<file path="src/rtl/cond_sum_adder_pipe.sv">
// Pipelined conditional-sum adder/subtractor with bubble-collapsing valid/ready stages.
// Define CSA_CHECK_EN to build the shadow pipeline and the behavioural result checker.
module cond_sum_adder_pipe #(
  parameter int WIDTH  = 16,
  parameter int STAGES = 2
) (
  input  logic             clk,
  input  logic             rst,
  input  logic             in_valid,
  output logic             in_ready,
  input  logic [WIDTH-1:0] x,
  input  logic [WIDTH-1:0] y,
  input  logic             cin,
  input  logic             sub,
  output logic             out_valid,
  input  logic             out_ready,
  output logic [WIDTH-1:0] sum,
  output logic             cout,
  output logic             ovf,
  output logic             mismatch,
  output logic [15:0]      err_count
);

  localparam int LOG2W = $clog2(WIDTH);
  localparam int LVLS  = LOG2W + 1;

  // Per-level payload. Before level 0, s0/s1 carry the raw operands a and b'.
  // From level 0 on, s0/s1 are block sums for block carry-in 0/1 and c0/c1
  // are block carry-outs indexed by block number.
  typedef struct packed {
    logic [WIDTH-1:0] s0;
    logic [WIDTH-1:0] s1;
    logic [WIDTH-1:0] c0;
    logic [WIDTH-1:0] c1;
    logic             ce;
    logic             am;
    logic             bm;
    logic             ov;
`ifdef CSA_CHECK_EN
    logic [WIDTH-1:0] sx;
    logic [WIDTH-1:0] sy;
    logic             scin;
    logic             ssub;
`endif
  } stg_t;

  function automatic stg_t level_fn(input stg_t d, input int lvl);
    stg_t             r;
    logic [WIDTH-1:0] fs;
    logic             fc;
    r = d;
    if (lvl == 0) begin
      r.s0 = d.s0 ^ d.s1;
      r.s1 = ~(d.s0 ^ d.s1);
      r.c0 = d.s0 & d.s1;
      r.c1 = d.s0 | d.s1;
    end else begin
      for (int b = 0; b < WIDTH; b++) begin
        if (((b >> (lvl - 1)) & 1) == 1) begin
          r.s0[b] = d.c0[(b >> lvl) << 1] ? d.s1[b] : d.s0[b];
          r.s1[b] = d.c1[(b >> lvl) << 1] ? d.s1[b] : d.s0[b];
        end
      end
      r.c0 = '0;
      r.c1 = '0;
      for (int j = 0; j < WIDTH / 2; j++) begin
        if (j < (WIDTH >> lvl)) begin
          r.c0[j] = d.c0[2*j] ? d.c1[2*j+1] : d.c0[2*j+1];
          r.c1[j] = d.c1[2*j] ? d.c1[2*j+1] : d.c0[2*j+1];
        end
      end
    end
    // The last level also applies the effective carry-in so outputs come straight from a register.
    if (lvl == LVLS - 1) begin
      fs   = d.ce ? r.s1 : r.s0;
      fc   = d.ce ? r.c1[0] : r.c0[0];
      r.s0 = fs;
      r.s1 = fs;
      r.c0 = {{(WIDTH-1){1'b0}}, fc};
      r.c1 = r.c0;
      r.ov = (d.am == d.bm) && (fs[WIDTH-1] != d.am);
    end
    return r;
  endfunction

  // Returns the register stage number placed after logic level lvl, or 0 for none.
  function automatic int reg_after(input int lvl);
    int hit;
    hit = 0;
    for (int k = 1; k <= STAGES; k++)
      if ((k * LVLS) / STAGES - 1 == lvl) hit = k;
    return hit;
  endfunction

  stg_t              w_lv_in  [LVLS];
  stg_t              w_lv_out [LVLS];
  stg_t              w_stg_d  [1:STAGES];
  stg_t              r_data   [1:STAGES];
  logic [STAGES:1]   r_vld;
  logic [STAGES:1]   w_ld;
  logic [STAGES:0]   w_vchain;
  logic [WIDTH-1:0]  w_b;

  always_comb begin
    w_b               = sub ? ~y : y;
    w_lv_in[0]        = '0;
    w_lv_in[0].s0     = x;
    w_lv_in[0].s1     = w_b;
    w_lv_in[0].ce     = sub | cin;
    w_lv_in[0].am     = x[WIDTH-1];
    w_lv_in[0].bm     = w_b[WIDTH-1];
`ifdef CSA_CHECK_EN
    w_lv_in[0].sx     = x;
    w_lv_in[0].sy     = y;
    w_lv_in[0].scin   = cin;
    w_lv_in[0].ssub   = sub;
`endif
  end

  genvar gl;
  for (gl = 0; gl < LVLS; gl++) begin : g_lvl
    localparam int K = reg_after(gl);
    assign w_lv_out[gl] = level_fn(w_lv_in[gl], gl);
    if (K != 0) begin : g_reg
      assign w_stg_d[K] = w_lv_out[gl];
    end
    if (gl < LVLS - 1) begin : g_link
      if (K != 0) begin : g_from_reg
        assign w_lv_in[gl+1] = r_data[K];
      end else begin : g_from_comb
        assign w_lv_in[gl+1] = w_lv_out[gl];
      end
    end
  end

  // Handshake: a beat moves on an edge where valid && ready. Stage k loads when
  // empty or when its own beat moves on; ready ripples back from out_ready only,
  // so in_ready never depends on in_valid.
  always_comb begin
    logic ld;
    ld = out_ready;
    for (int k = STAGES; k >= 1; k--) begin
      ld      = !r_vld[k] || ld;
      w_ld[k] = ld;
    end
  end

  assign w_vchain = {r_vld, in_valid};
  assign in_ready = w_ld[1];

  always_ff @(posedge clk) begin
    for (int k = 1; k <= STAGES; k++) begin
      if (rst) begin
        r_vld[k]  <= 1'b0;
        r_data[k] <= '0;
      end else if (w_ld[k]) begin
        r_vld[k] <= w_vchain[k-1];
        if (w_vchain[k-1]) r_data[k] <= w_stg_d[k];
      end
    end
  end

  assign out_valid = r_vld[STAGES];
  assign sum       = r_data[STAGES].s0;
  assign cout      = r_data[STAGES].c0[0];
  assign ovf       = r_data[STAGES].ov;

`ifdef CSA_CHECK_EN
  logic [WIDTH:0] w_ref;
  logic           w_mis;
  logic [15:0]    r_err;
  stg_t           w_o;

  always_comb begin
    w_o   = r_data[STAGES];
    w_ref = {1'b0, w_o.sx} + {1'b0, (w_o.ssub ? ~w_o.sy : w_o.sy)}
          + {{WIDTH{1'b0}}, (w_o.ssub | w_o.scin)};
    w_mis = r_vld[STAGES] && ({cout, sum} != w_ref);
  end

  always_ff @(posedge clk) begin
    if (rst) r_err <= '0;
    else if (w_mis && out_ready && r_err != 16'hFFFF) r_err <= r_err + 16'd1;
  end

  assign mismatch  = w_mis;
  assign err_count = r_err;
`else
  assign mismatch  = 1'b0;
  assign err_count = 16'd0;
`endif

endmodule
</file>
<file path="config.mk">
export PLATFORM = sky130hd
export DESIGN_NAME = cond_sum_adder_pipe
export DESIGN_NICKNAME = d
export VERILOG_FILES = /design/src/rtl/cond_sum_adder_pipe.sv
export SDC_FILE = /design/constraint.sdc
export NUM_CORES = 1
export LEC_CHECK = 0
export BUFFER_PORTS_ARGS = -buffer_cell sky130_fd_sc_hd__clkbuf_2
export CAP_MARGIN = 40
export CORE_ASPECT_RATIO = 0.75
export CORE_UTILIZATION = 30
export CTS_CLUSTER_DIAMETER = 30
export DETAILED_ROUTE_END_ITERATION = 8
export PLACE_DENSITY = 0.58
export SETUP_SLACK_MARGIN = 0.4
export SYNTH_ARGS = -nofsm -noshare
export SYNTH_HDL_FRONTEND = slang
export SYNTH_SLANG_ARGS = --single-unit
</file>
<file path="constraint.sdc">
create_clock -name clk -period 4 [get_ports clk]
set_input_delay 0.4 -clock clk [delete_from_list [all_inputs] [get_ports clk]]
set_output_delay 0.4 -clock clk [all_outputs]
set_load 0.01 [all_outputs]
</file>
==> run metrics <==
status=completed; Yosys warnings=0; worst-path maximum fanout=16; ant diodes=0; postcts setup bufs=0; CTS H-tree lvls=3; Synth Flop Type=edfxtp_1; Die X=141 µm; slowest CP cell=nor2_1; most common cell in the netlist=edfxtp_1; register area=2110 µm²; top cells by count, synth=edfxtp_1 (69), nor2_1 (63), inv_1 (39); Post-Synthesis Cells=412; WHS=304 ps; Achievable Freq=414 MHz; hold_buf cts=0; normalized max-slew margin=36.6%; Area Growth Syn to Fin=17.1%; clk root buf=clkbuf_16; #FFs+latches synth=71; EDFF count, synth=69; TNS Setup=0 ps; Iter 0 DRT Violations=154; CP Launch Type=register; cell accounting for the most synthesized area=edfxtp_1; first-pass GRT wire length=13.4 mm; setup repair after global routing missed its margin=no; Worst Max-Slew Pin Slew=947 ps; vias in the first global route=2742; CP cell instances=mux2i_1 -> a21oi_1 -> nor2_1 -> and4_1 -> nor3_1; Crit Path Category=register to register; Die Span Y=106 µm; CP Data Required Time=4060 ps; Final min period=2410 ps; maximum clock path buffer count=2; Vias/cell=4.41; WHS Path Cells=3; MaxCap Viol Count=0; clock share of power=40.8%; DRC Markers=0; Core Rows=37; worst r2r src=r_data[1][3]; hold path start=in_valid; CP endpoint kind=register; final setup fails=0; clk_skew=5.46 ps; largest net degree at the start of global routing=44; top post-synthesis cells by area=edfxtp_1 (48%), ha_1 (9.2%), nor2_1 (5.5%); cts repair resizes=0; Combinational Power Share=15.3%; Clk pin slew, worst setup/hold paths=60 ps; Buffers on Ports=57; Seq pwr share=43.9%; antenna viol nets, final=0; DR vias=2859; total die area=14900 µm²; initial antenna violation count=0; routability cong.=0.751; first drt pass iteration count=4; worst min path class=input port to register; Final Cycle Share=60.4%; starting density of the core=31.2%; worst setup margin=1590 ps; worst hold path endpoint=r_vld[1]; Setup WS pre-CTS=1640 ps; clock latency on the worst-skew pair=330 ps; DR WL/cell=12.7 µm; share of flip-flops with an asynchronous set or reset=0%; Syn Area/Cell=10.5 µm²; fin. max-slew vios=0; layout cells sized above 1=18.4%; total CTS buffers=9; reg2reg end=r_data[2][35]; VDD IR max=0.000208 V; Cell Pwr Density=420 nW/µm²; CP arrival=2470 ps; Fillers=1367; total congestion overflow=0; I/O pin count=75; R2R depth=5; # nets final=538; post-route core utilization=36.5%; R2R setup slack=1590 ps; placed cell areas=4740 µm²; switching share of power=25.6%; Pint=1.58 mW; final WL=8.24 mm; Final Hold Vio Count=0; GRT Total Usage=11.6%; CP peak stage delay=740 ps; CTS Sinks=71; mapped cell area=4330 µm²; Psw=0.546 mW; Seq/Total Area, Yosys=48.8%; Final HPWL DP=6.50 mm; Yosys top cell area share=47.8%; multi-input logic area=1950 µm²; Lkg Pwr=2.29 nW; CORE AREA=13900 µm²; Post-Layout Inst Area=5070 µm²; CTS tree=done; Worst setup startpoint=r_data[1][3]; Yosys cell types=40
metrics by stage:
step | total power [mW] | cells
after floorplan | 1.19 | 428
after global placement | 1.27 | 630
after detailed placement | 1.28 | 632
after CTS | 2.15 | 648
after global routing | 2.23 | 648
final | 2.13 | 648
per-layer routing:
| metal | share of wire, % | up-vias | GRT usage (%) | routed length (µm) |
|---|---|---|---|---|
| li1 | - | 1492 | - | - |
| met1 | 55 | 1277 | 17.2 | 4500 |
| met2 | 39 | 78 | 16.1 | 3240 |
| met3 | 4.6 | 12 | 2.66 | 377 |
| met4 | 1.5 | 0 | 4.89 | 127 |
| met5 | 0 | - | 0 | 0 |
how the worst max path moves through the flow:
| stage | slack (ps) | depth (start not counted) | to |
|---|---|---|---|
| finish | 1590 | 5 | r_data[2][35] |
| global route | 1410 | 5 | r_data[2][35] |
| CTS | 1630 | 5 | r_data[2][35] |
| detailed placement | 1640 | 5 | r_data[2][35] |
| global placement | 1800 | 5 | r_data[2][35] |
| floorplan | 1640 | 4 | r_data[1][10] |
cells in the final DEF (no fill, tap or decap), types with 12 or more instances in the layout:
cell,Yosys,final
mux2i_1,17,17
nand3_1,12,12
ha_1,32,32
nor2_1,63,63
inv_1,39,39
xor2_1,23,23
edfxtp_1,69,69
a21oi_1,21,21
clkbuf_2,0,57
conb_1,1,17
nand2_1,23,23
power by group through the flow:
stage	registers, mW	logic (mW)	clock network [mW]
floorplan	0.940	0.247	0
global placement	0.948	0.317	0
detailed placement	0.950	0.329	0
CTS	0.934	0.330	0.886
global route	0.942	0.370	0.921
finish	0.935	0.327	0.868
kinds of logic after synthesis:
kind of cell	after synthesis	synth area share, %
AOI/OAI and AO/OA	44	6.62
xor gates and xnor gates	32	6.47
adders and majority gates	32	9.25
buffers and inverters	69	7.54
DFF	71	48.8
muxes	24	6.15
other	1	0.0866
and+or+nand+nor	139	15.1
worst max-delay path: cells and delay by family, from the launching register on:
kind               cells  cell delay (ps)
DFF                    1              470
muxes                  1              420
AOI/OAI and AO/OA      1              130
and+or+nand+nor        3             1120
layout make-up:
type	count	share of cell area [%]
clock buffer	9	4.44
clock inverter	7	2.02
sequential	71	41.7
inverter	39	2.89
tap	175	4.32
multi-input combinational	288	38.5
timing repair buffer	59	6.12
state kept, by name (all words and copies together), names as in the netlist:
name    count
r_vld       2
r_data     69
(Power assumes the default switching activity.)
